==> src/rtl/uart_tx_arbiter.sv <==
// uart_tx_arbiter: round-robin, packet-locked arbiter sharing one uart_tx between two byte streams
module uart_tx_arbiter #(
    parameter int DATA_WIDTH = 8,
    parameter int MAX_BURST  = 16
) (
    input  logic                  clk,
    input  logic                  rst,
    input  logic [DATA_WIDTH-1:0] s0_tdata,
    input  logic                  s0_tvalid,
    input  logic                  s0_tlast,
    output logic                  s0_tready,
    input  logic [DATA_WIDTH-1:0] s1_tdata,
    input  logic                  s1_tvalid,
    input  logic                  s1_tlast,
    output logic                  s1_tready,
    output logic [DATA_WIDTH-1:0] m_tdata,
    output logic                  m_tvalid,
    input  logic                  m_tready,
    output logic [1:0]            grant,
    output logic                  burst_err
);
    localparam int CW = $clog2(MAX_BURST + 1);

    typedef enum logic [1:0] {IDLE, G0, G1} state_t;

    state_t          state, state_nx;
    logic            last, last_nx;
    logic [CW-1:0]   beat_cnt, beat_cnt_nx;
    logic            burst_err_nx;
    logic            own_last, beat, at_limit, rel;

    function automatic state_t pick(input logic v0, input logic v1, input logic p);
        return (v0 && v1) ? (p ? G0 : G1) : v0 ? G0 : v1 ? G1 : IDLE;
    endfunction

    assign grant     = {state == G1, state == G0};
    assign s0_tready = m_tready && state == G0;
    assign s1_tready = m_tready && state == G1;
    assign m_tvalid  = state == G0 ? s0_tvalid : state == G1 ? s1_tvalid : 1'b0;
    assign m_tdata   = state == G0 ? s0_tdata : state == G1 ? s1_tdata : '0;
    assign own_last  = state == G0 ? s0_tlast : state == G1 ? s1_tlast : 1'b0;
    assign beat      = m_tvalid && m_tready;
    assign at_limit  = beat_cnt == CW'(MAX_BURST - 1);
    assign rel       = beat && (own_last || at_limit);

    // next owner, pointer, burst count and watchdog pulse; release re-arbitrates with the updated pointer
    always_comb begin
        state_nx     = state;
        last_nx      = last;
        beat_cnt_nx  = beat_cnt;
        burst_err_nx = rel && !own_last;
        if (state == IDLE)
            state_nx = pick(s0_tvalid, s1_tvalid, last);
        else if (rel) begin
            last_nx     = state == G1;
            beat_cnt_nx = '0;
            state_nx    = pick(s0_tvalid, s1_tvalid, state == G1);
        end else if (beat)
            beat_cnt_nx = beat_cnt + CW'(1);
    end

    // state registers; reset abandons any packet in flight and favours requester 0
    always_ff @(posedge clk or posedge rst) begin
        if (rst) begin
            state     <= IDLE;
            last      <= 1'b1;
            beat_cnt  <= '0;
            burst_err <= 1'b0;
        end else begin
            state     <= state_nx;
            last      <= last_nx;
            beat_cnt  <= beat_cnt_nx;
            burst_err <= burst_err_nx;
        end
    end
endmodule
==> config.mk <==
export PLATFORM = sky130hd
export DESIGN_NAME = uart_tx_arbiter
export DESIGN_NICKNAME = d
export VERILOG_FILES = /design/src/rtl/uart_tx_arbiter.sv
export SDC_FILE = /design/constraint.sdc
export NUM_CORES = 1
export LEC_CHECK = 0
export BUFFER_PORTS_ARGS = -buffer_cell sky130_fd_sc_hd__buf_2
export CAP_MARGIN = 5
export CORE_MARGIN = 1
export CORE_UTILIZATION = 45
export CTS_CLUSTER_DIAMETER = 100
export DETAILED_ROUTE_END_ITERATION = 8
export GPL_TIMING_DRIVEN = 0
export HOLD_SLACK_MARGIN = 0.02
export PLACE_DENSITY = 0.82
export SYNTH_ARGS = -nofsm -noshare
export SYNTH_HDL_FRONTEND = slang
export SYNTH_SLANG_ARGS = --single-unit
==> constraint.sdc <==
create_clock -name clk -period 2.6 [get_ports clk]
set_input_delay 0 -clock clk [delete_from_list [all_inputs] [get_ports clk]]
set_output_delay 0 -clock clk [all_outputs]
set_load 0.02 [all_outputs]
---- Yosys cells after proc, flatten, opt, wreduce, memory -nomap -nowiden ----
Index checks and enable logic that the tools add are counted.
operators by class
  reductions and logical operators ........ 13
  add/subtract/negate cells ............... 1
  equal/unequal tests ..................... 3
  bitwise logic cells ..................... 1
  muxes and demuxes ....................... 16
operators with widths
  operator                                                                number
  2-bit 2-to-1 mux                                                        8
  8-bit 2-to-1 mux                                                        2
  5-bit 2-to-1 mux                                                        2
  1-bit logical AND                                                       6
  5-bit by 1-bit adder with 5-bit output (second input constant)          1
  5-bit by 4-bit equality test with 1-bit output (second input constant)  1
  1-bit 2-to-1 mux                                                        4
  2-bit AND reduction                                                     2
  2-bit nonzero test                                                      2
  2-bit by 1-bit equality test with 1-bit output (second input constant)  1
  2-bit equality test (second input constant)                             1
  2-bit logical NOT                                                       1
  1-bit logical NOT                                                       1
  1-bit logical OR                                                        1
  1-bit NOT                                                               1
storage, ports and cells
  register bits after elaboration ......... 9
  logic and storage cells ................. 38
  bits of input ports ..................... 23

---- Logic depth before layout (Yosys ltp) ----
Gate-level depths: netlist of the first run.
  depth after elaboration ................. 7
  depth in mapped cells ................... 6
  mapped depth without buffers ............ 6

---- Worst setup path before layout of the first run ----
Ideal clock, no wire load.
  path type ............................... reg2reg
  start point ............................. register beat_cnt[0]
  end point ............................... register state[1]
  path slack .............................. 0.917 ns
  buffers on the path ..................... 0
  stages on the path, launching flop included .. 7
  data required time ...................... 2.476 ns
  clock period less this slack ............ 1.683 ns
  arrival ................................. 1.559 ns
  cells stage by stage .................... dfrtp_1 > ha_1 > and3_1 > ha_1 > a221oi_4 > nor2_2 > o31a_1
between the ends
  word-level cells in the longest chain between the ends .. 4
RTL lines
  item                                            line  text
  start, declared                                 28    logic [CW-1:0] beat_cnt, beat_cnt_nx;
  start signal, assigned                          72    beat_cnt <= beat_cnt_nx;
  5-bit by 4-bit equality test with 1-bit output  43    assign at_limit = beat_cnt == CW'(MAX_BURST - 1);
  1-bit logical OR                                44    assign rel = beat && (own_last || at_limit);
  1-bit logical AND                               44
  2-bit nonzero test (no line)                    n/a
  end signal, assigned                            70    state <= state_nx;
  end, declared                                   26    state_t state, state_nx;
No other way between the ends.
A chain may end at the register's enable or synchronous reset.

---- Final worst setup path of the first run ----
Ends and elaborated chain as after synthesis.

==> results of run 1 <==
[final cells by class]
class / instances / area [um2] / area share (%)
plain buffers: 4 / 30.0 / 3.39
repair buffers: 37 / 190 / 21.5
well taps: 15 / 18.8 / 2.12
inverters: 3 / 11.3 / 1.27
flip-flops and latches: 9 / 226 / 25.6
clock buffers: 4 / 26.3 / 2.97
multi-input cells: 47 / 382 / 43.1
[cells in the final DEF (no fill, tap or decap)]
cell	netlist	layout
buf_2	0	36
a22o_1	12	12
dfrtp_1	8	8
nand3_1	4	4
and2_1	3	3
nor2_1	3	3
o21ai_0	3	3
inv_1	3	3
nand2_1	3	3
clkbuf_1	2	3
clkbuf_4	0	3
nor2b_1	2	2
buf_6	2	2
nor2_2	2	2
ha_1	2	2
and2b_1	1	1
a221o_1	1	1
a32oi_4	1	1
o21bai_1	1	1
a221oi_4	1	1
a21o_1	1	1
o211ai_1	1	1
mux2_2	1	1
and3_1	1	1
a22oi_1	1	1
mux2_4	1	1
a211oi_1	1	1
o31a_1	1	1
dlygate4sd3_1	0	1
dfstp_2	1	1
[cell usage after synthesis (all sizes together) (2+ instances only)]
master / count / area, um2
a22o: 12 / 105
dfrtp: 8 / 200
nor2: 5 / 23.8
nand3: 4 / 20.0
and2: 3 / 18.8
inv: 3 / 11.3
nand2: 3 / 11.3
o21ai: 3 / 15.0
buf: 2 / 22.5
clkbuf: 2 / 7.51
ha: 2 / 25.0
mux2: 2 / 26.3
nor2b: 2 / 12.5
[kinds of logic (layout without fill, tap and decap cells)]
kind of cell | after synthesis | in the layout | share of synthesized area [%]
AO/OA/AOI/OAI | 24 | 24 | 35.5
AND/OR/NAND/NOR | 19 | 19 | 15.4
flip-flops | 9 | 9 | 34.9
buffers and inverters | 7 | 48 | 6.36
adder cells (fa/ha/maj) | 2 | 2 | 3.85
multiplexers | 2 | 2 | 4.05
[worst max-delay path: cells and delay by family (launching register included)]
family          cells  cell delay (ns)
simple gates        2             0.26
flops               1             0.40
fa+ha+maj           2             0.45
compound gates      2             0.55
[metrics by stage]
| step | instances | hold slack, ns | power (mW) | util [%] |
|---|---|---|---|---|
| floorplan | 63 | -0.173 | 0.604 | - |
| global placement | 114 | -0.0237 | 0.725 | 64.4 |
| detailed placement | 114 | -0.0261 | 0.738 | 64.4 |
| CTS | 119 | 0.0645 | 0.850 | 67.1 |
| global route | 119 | 0.0921 | 0.909 | 67.1 |
| finish | 119 | 0.0654 | 0.839 | 67.1 |
[worst max path at each step]
stage | start | endpoint | slack, ns
finish | beat_cnt[0] | state[1] | 0.81
global route | beat_cnt[0] | state[1] | 0.69
CTS | beat_cnt[0] | state[1] | 0.79
detailed placement | beat_cnt[0] | state[1] | 0.81
global placement | beat_cnt[0] | state[1] | 0.83
floorplan | beat_cnt[0] | state[1] | 0.92
[metal layers]
metal / GRT usage (%) / up-vias
met5: 0 / -
li1: - / 322
met3: 3.33 / 6
met2: 37.1 / 33
met1: 16.3 / 289
met4: 13.8 / 0
[flip-flops by register name, summed over array words and instances (netlist names)]
| name | flops |
|---|---|
| beat_cnt | 5 |
| burst_err | 1 |
| last | 1 |
| state | 2 |
[what timing repair did]
action	4_1_cts	5_1_grt
endpoints found under the setup margin	0	0
hold buffers	1	0
hold endpoints to repair	9	0
[report_power, final]
group / leakage (nW) / switching, mW / internal (mW)
sequential: 0.113 / 0.0374 / 0.190
clock: 0.0150 / 0.0491 / 0.0591
combinational: 0.323 / 0.276 / 0.227
total: 0.451 / 0.362 / 0.476
==> run metrics, run 1 <==
Slew HR=~75%; routed wl met2=roughly 680 um; CP required=around 2.7 ns; Synth warnings=0; first-pass GRT wire length=1970 um; WHS Path Cells=4; TritonCTS buffer count=3; Tightest Pin Transition=between 0.3 and 0.4 ns; Setup Buffers After CTS=0; Max Used Layer=met4; routed wire length=around 1400 um; die width=40.0 um; Tcrit/Tclk final=68.9%; fill cell total of the finished layout=about 120; design area=between 800 and 900 um2; CP Launch Type=flip-flop; number of diodes=0; wire per inst=between 10 and 15 um; Worst Hold Class=in -> reg; PostCTS Resize Cnt=0; setup violators final=0; CP endpoint kind=flip-flop; Hold EP=burst_err; Fmax=~560 MHz; CP max stage cell=dfrtp_1; crit path time final=1.79 ns; Place WS=around 0.8 ns; syn nets=88; DRC viols=0; initial antenna violation count=0; PortBufs=36; crit-path cells=ha_1 -> and3_1 -> ha_1 -> a221oi_4 -> nor2_2 -> o31a_1; clk_lat worst skew=about 0.26 ns; CTS Root Cell=clkbuf_4; outcome=finished clean; grt ovf=0; routed metal-1 wire length=about 530 um; First-pass DRT Iterations=3; beginning of the worst hold path=s0_tlast; Post-synth EDFFs=0; clock skew=roughly 0.0074 ns; antenna-violating nets left=0; Reg2Reg Depth=6; Total GRT Usage=18.8%; Pins Over Slew Limit=0; Fin Setup TNS=0 ns; Core Region=1320 um2; VDD IR max=0.000528 V; GPL Wtd Cong=approximately 0.75; Async SR Flop Fraction=between 90% and 100%; I/O pin total=37; Synth Area per Inst=roughly 10 um2; row count=13; Die Area=approximately 1600 um2; Starting Density=between 40 and 50%; CTS tree=done; Max-cap violations=0; crit-path max cell delay=0.40 ns; DR vias=650; mapped cell area=between 600 and 700 um2; Area growth, synth to finish=36.2%; Post-DP Area=roughly 850 um2; Main synth FF type=dfrtp_1; Synth cell types=27; routed wl met3=approximately 150 um; reg2reg end=state[1]; cell repeated most along the worst path=ha_1; layout cell share with drive strength beyond 1=between 40% and 50%; clock buffer depth=2; Worst EP arrival=1.93 ns; Via density=about 5.5; FF-to-FF Start=beat_cnt[0]; Yosys reg bits=9; Power per Cell Area=948 nW/um2; CTS clk-pin slew, worst paths=roughly 0.060 ns; Seq/Total Area, Yosys=a little over a third; endpoints failing hold=0; Die Ht=about 40 um; worst-path fanout max=4; H-tree lvl count=1; RSZ-0062 raised after global routing=false; PnR worst setup slack=just over 0.8 ns; vias in the first global route=559; # clock sinks=9; Post-Syn Instances=63; reg2reg setup slack=around 0.81 ns; CP Class=reg -> reg; static leakage=about 0.45 nW; nets@finish=130; Detail Placement HPWL=1150 um; DR iter-0 viols=3; largest net degree at the start of global routing=11
Note: power is estimated with default switching activity, not from simulation.
==> run 2: changes to the inputs <==
--- a/config.mk
+++ b/config.mk
@@ -8,12 +8,12 @@
 export BUFFER_PORTS_ARGS = -buffer_cell sky130_fd_sc_hd__buf_2
 export CAP_MARGIN = 5
 export CORE_MARGIN = 1
-export CORE_UTILIZATION = 45
+export CORE_UTILIZATION = 38
 export CTS_CLUSTER_DIAMETER = 100
 export DETAILED_ROUTE_END_ITERATION = 8
 export GPL_TIMING_DRIVEN = 0
 export HOLD_SLACK_MARGIN = 0.02
-export PLACE_DENSITY = 0.82
+export PLACE_DENSITY = 0.73
 export SYNTH_ARGS = -nofsm -noshare
 export SYNTH_HDL_FRONTEND = slang
 export SYNTH_SLANG_ARGS = --single-unit
==> constraint.sdc (replaced) <==
create_clock -name clk -period 1.5 [get_ports clk]
set_input_delay 0 -clock clk [delete_from_list [all_inputs] [get_ports clk]]
set_output_delay 0 -clock clk [all_outputs]
set_load 0.02 [all_outputs]
==> run metrics, run 2 (synthesis gave the netlist of run 1 again) <==
Max-cap violations=0; multi-input logic area=around 420 um2; Fmax=approximately 600 MHz; CTS tree=done; Starting Density=a little over two fifths; largest net degree at the start of global routing=11; static leakage=0.505 nW; layout cell share with drive strength beyond 1=56.6%; Core Region=about 1600 um2; initial antenna violation count=0; Post-DP Area=around 870 um2; CTS Root Cell=clkbuf_4; first-pass GRT wire length=approximately 2500 um; CP endpoint kind=flip-flop; design area=~1000 um2; PortBufs=36; DR vias=686; die width=~43 um; Total GRT Usage=18.4%; CP required=roughly 1.6 ns; Comb power frac=between 60% and 70%; CP max stage cell=dfrtp_1; Detail Placement HPWL=about 1200 um; fill cell total of the finished layout=between 100 and 150; Largest register FFs=5; most frequent cells in the layout=35 x buf_2, 12 x a22o_1, 10 x buf_4, 8 x dfrtp_1; # clock sinks=9; outcome=finished, violations left; Largest Register=beat_cnt; Power per Cell Area=between 1500 and 2000 nW/um2; clk_lat worst skew=0.26 ns; TritonCTS buffer count=3; Placed Cells=roughly 120; crit-path cells=ha_2 -> and3_4 -> ha_4 -> a221oi_4 -> nor2_2 -> o31a_1; setup violators final=8; endpoints failing hold=0; Worst Hold Class=in -> reg; H-tree lvl count=1; CP Launch Type=flip-flop; Area growth, synth to finish=55.7%; Seq. cell area=226 um2; First-pass DRT Iterations=6; Top delay family on crit path=compound AO/OA/AOI/OAI gates; Die Ht=~43 um; Slew HR=roughly three quarters; Tightest Pin Transition=approximately 0.36 ns; Die Area=1880 um2; nets@finish=139; Psw=slightly below 700 uW; crit-path max cell delay=about 0.38 ns; CTS clk-pin slew, worst paths=approximately 0.06 ns; worst-path fanout max=3; DR iter-0 viols=23; GPL Wtd Cong=roughly 0.74; antenna-violating nets left=0; PnR worst setup slack=-0.168 ns; VDD IR max=0.000911 V; grt ovf=0; I/O pin total=37; RSZ-0062 raised after global routing=true; row count=14; vias in the first global route=627; total chip power=around 1.7 mW; clock skew=0.00460 ns; failing checks=design-rule violations, negative setup slack; crit path time final=between 1.5 and 2 ns; Seq pwr share=about 23%; routed wire length=1650 um; DRC viols=14; commonest non-fill, non-tap cell in the layout=buf_2; post-route insts no fill=129; top flop regs=beat_cnt: 5 flops, state: 2 flops; clock power share=a little over a tenth; Pins Over Slew Limit=0; wire per inst=about 13 um; number of diodes=0; buffer and inverter count on the worst path=0; Int Pwr=approximately 990 uW; CP Class=reg -> reg; Via density=approximately 5.3; final core utilization=64.8%; Net Sw Frac=41.1%; Tcrit/Tclk final=111%; Worst EP arrival=about 1.8 ns; clock buffer depth=2
[run 2: cell types whose count changed in the layout (fill, tap and decap cells not counted), moves of 2 or more]
| cell | before | now |
|---|---|---|
| buf_4 | 0 | 10 |
| o21ai_1 | 0 | 2 |
| clkbuf_1 | 3 | 1 |
| ha_1 | 2 | 0 |
| nand3_1 | 4 | 2 |
| o21ai_0 | 3 | 1 |
[run 2: final timing paths]
| path | startpoint | to | cells past startpoint | slack [ns] |
|---|---|---|---|---|
| setup / recovery | beat_cnt[0] | state[1] | 6 | -0.17 |
| hold / removal | s0_tlast | burst_err | 4 | 0.06 |
| setup reg to reg | beat_cnt[0] | state[1] | 6 | -0.17 |
| hold reg to reg | beat_cnt[4] | beat_cnt[4] | 2 | 0.51 |
| max in group asynchronous | rst | last | 3 | 0.97 |
| min in group asynchronous | rst | beat_cnt[1] | 3 | 0.23 |
[run 2: repair_timing]
action | in CTS | in global routing
resized for setup | 9 | 4
hold endpoints to repair | 9 | 0
hold buffers | 1 | 0
gates cloned | 0 | 0
setup endpoints to repair | 20 | 17
buffers inserted | 7 | 2
pin swaps | 9 | 4
[run 2: power by group through the flow]
stage | Clock (mW) | Sequential (mW) | Combinational, mW
2_1_floorplan | 0 | 0.387 | 0.667
3_3_place_gp | 0 | 0.400 | 0.869
3_5_place_dp | 0 | 0.408 | 0.888
4_1_cts | 0.189 | 0.392 | 1.05
5_1_grt | 0.199 | 0.401 | 1.19
6_report | 0.183 | 0.392 | 1.11
[run 2: tightest hold or removal path: cells and delay by family]
kind                   cells  cell delay [ns]
AO/OA/AOI/OAI              1             0.07
buffers and inverters      1             0.12
AND/OR/NAND/NOR            2             0.09
[run 2: layout make-up]
type	instances	area share (%)
sequential	9	22.4
clock buffer	4	2.60
tap	16	1.98
multi-input combinational	47	41.5
inverter	3	1.11
buffer	4	4.70
timing repair buffer	46	25.7
[run 2: per-layer routing]
layer	wire length [um]	track usage, %	part of all wire [%]	vias to the layer above
met4	30	9.38	1.8	0
met3	144	3.33	8.7	5
met2	877	37.6	53	34
met5	0	0	0	-
li1	-	-	-	338
met1	593	16.6	36	309
[run 2: stage by stage]
step	setup slack (ns)	hold slack [ns]	setup TNS, ns
finish	-0.168	0.0627	-1.07
global route	-0.232	0.0730	-1.78
CTS	-0.182	0.0531	-1.01
detailed placement	-0.269	-0.0293	-1.18
global placement	-0.210	-0.0283	-0.951
floorplan	-0.119	-0.173	-0.243
==> run 3: changes to the inputs <==
--- a/config.mk
+++ b/config.mk
@@ -7,13 +7,15 @@
 export LEC_CHECK = 0
 export BUFFER_PORTS_ARGS = -buffer_cell sky130_fd_sc_hd__buf_2
 export CAP_MARGIN = 5
+export CELL_PAD_IN_SITES_DETAIL_PLACEMENT = 1
+export CELL_PAD_IN_SITES_GLOBAL_PLACEMENT = 2
 export CORE_MARGIN = 1
-export CORE_UTILIZATION = 38
+export CORE_UTILIZATION = 21
 export CTS_CLUSTER_DIAMETER = 100
 export DETAILED_ROUTE_END_ITERATION = 8
 export GPL_TIMING_DRIVEN = 0
 export HOLD_SLACK_MARGIN = 0.02
-export PLACE_DENSITY = 0.73
+export PLACE_DENSITY_LB_ADDON = 0.1
 export SYNTH_ARGS = -nofsm -noshare
 export SYNTH_HDL_FRONTEND = slang
 export SYNTH_SLANG_ARGS = --single-unit
==> run metrics, run 3 (synthesis gave the netlist of run 1 again) <==
outcome=finished, violations left; failing checks=design-rule violations, negative setup slack; Starting Density=roughly 23%; Hold WS=0.0531 ns; Top delay family on crit path=compound AO/OA/AOI/OAI gates; VDD IR max=0.000549 V; H-tree lvl count=1; GPL Wtd Cong=0.639; routed wire length=2040 um; Hold EP=burst_err; Largest Register=beat_cnt; CP endpoint kind=flip-flop; fill cell total of the finished layout=about 340; Seq. cell area=about 230 um2; clock skew=0.00347 ns; reg2reg end=state[1]; row count=19; worst-path fanout max=4; # clock sinks=9; CP Class=reg -> reg; Die Ht=between 50 and 60 um; FF-to-FF Start=beat_cnt[0]; clock buffer depth=2; nets@finish=between 100 and 150; Area growth, synth to finish=72.4%; First-pass DRT Iterations=5; grt ovf=0; Pins Over Slew Limit=0; post-route insts no fill=between 100 and 150; PortBufs=36; most frequent cells in the layout=26 x buf_2, 12 x buf_6, 12 x a22o_1, 9 x buf_4, 8 x dfrtp_1; Largest register FFs=5; Place WS=-0.244 ns; Reg2Reg Depth=6; die width=57.6 um; Worst Hold Class=in -> reg; crit-path cells=ha_2 -> and3_4 -> ha_4 -> a221oi_4 -> nor2_2 -> o31a_1; largest net degree at the start of global routing=11; CP required=about 1.7 ns; crit path time final=1.67 ns; multi-input logic area=approximately 410 um2; CP max stage cell=dfrtp_1; CTS tree=done; RSZ-0062 raised after global routing=true; layout cell share with drive strength beyond 1=roughly 56%; Worst EP arrival=roughly 1.8 ns; antenna-violating nets left=0; Fmax=599 MHz; top flop regs=beat_cnt: 5 flops, state: 2 flops; buffer and inverter count on the worst path=0; WHS Path Cells=4; setup violators final=8; Tcrit/Tclk final=111%; wire per inst=roughly 14 um; number of diodes=0; CP Launch Type=flip-flop; DR vias=around 710; DR iter-0 viols=13; PnR worst setup slack=-0.169 ns; vias in the first global route=703; Die Area=about 3300 um2; Total GRT Usage=a little over an eighth; Tightest Pin Transition=slightly above 0.4 ns; clk_lat worst skew=0.27 ns; CTS clk-pin slew, worst paths=about 0.060 ns; reg2reg setup slack=-0.17 ns; Via density=4.92; Slew HR=72.8%; commonest non-fill, non-tap cell in the layout=buf_2; Power per Cell Area=about 1700 nW/um2; Fin Setup TNS=-1.04 ns; first-pass GRT wire length=~3200 um; final core utilization=39.3%; TritonCTS buffer count=3; endpoints failing hold=0; beginning of the worst hold path=s0_tlast; CTS Root Cell=clkbuf_4; Placed Cells=130; DRC viols=6; Max-cap violations=0; Post-DP Area=roughly 890 um2; design area=roughly 1100 um2; Detail Placement HPWL=1410 um; static leakage=around 0.54 nW; initial antenna violation count=0; Core Region=about 2900 um2; total chip power=1.96 mW; crit-path max cell delay=roughly 0.39 ns; I/O pin total=37
## run 3: cell types whose count changed in the layout (fill, tap and decap cells not counted), moves of 2 or more
cell	delta
buf_2	-9
buf_6	+9
nand3_1	+2
o21ai_0	+2
o21ai_1	-2
## run 3: layer usage
layer / vias to the layer above / share of wire (%) / global-route usage (%)
met5: - / 0 / 0
li1: 343 / - / -
met2: 26 / 53 / 23.9
met1: 340 / 38 / 13.8
met4: 0 / 2.5 / 8.36
met3: 5 / 7.1 / 2.23
## run 3: timing repair
item                                    in CTS  in global routing
setup buffers                                8                  3
endpoints found under the setup margin      20                 18
endpoints found under the hold margin        9                  0
pin swaps                                   12                  4
hold buffers                                 1                  0
resized for setup                           22                 10
## run 3: cell type report
class | count | share of cell area, %
Multi-Input combinational cell | 47 | 37.0
Clock buffer | 4 | 2.35
Sequential cell | 9 | 20.2
Timing Repair Buffer | 48 | 31.4
Inverter | 3 | 1.01
Buffer | 3 | 4.58
Tap cell | 31 | 3.46
## run 3: worst max-delay path by stage
stage	from	to	slack [ns]	cells past startpoint
finish	beat_cnt[0]	state[1]	-0.17	6
global route	beat_cnt[0]	beat_cnt[2]	-0.24	6
CTS	beat_cnt[0]	state[1]	-0.19	6
detailed placement	beat_cnt[0]	state[1]	-0.24	6
global placement	beat_cnt[0]	state[1]	-0.22	6
floorplan	beat_cnt[0]	state[1]	-0.12	6
## run 3: tightest hold or removal path: stages
cell and delay, ns:
buf_2 0.12, a22oi_1 0.07, nand2_1 0.07, nor2_1 0.03
## run 3: power by group
group	internal, mW	switching, mW
Combinational	0.764	0.597
Clock	0.103	0.0906
Sequential	0.330	0.0735
Total	1.20	0.761
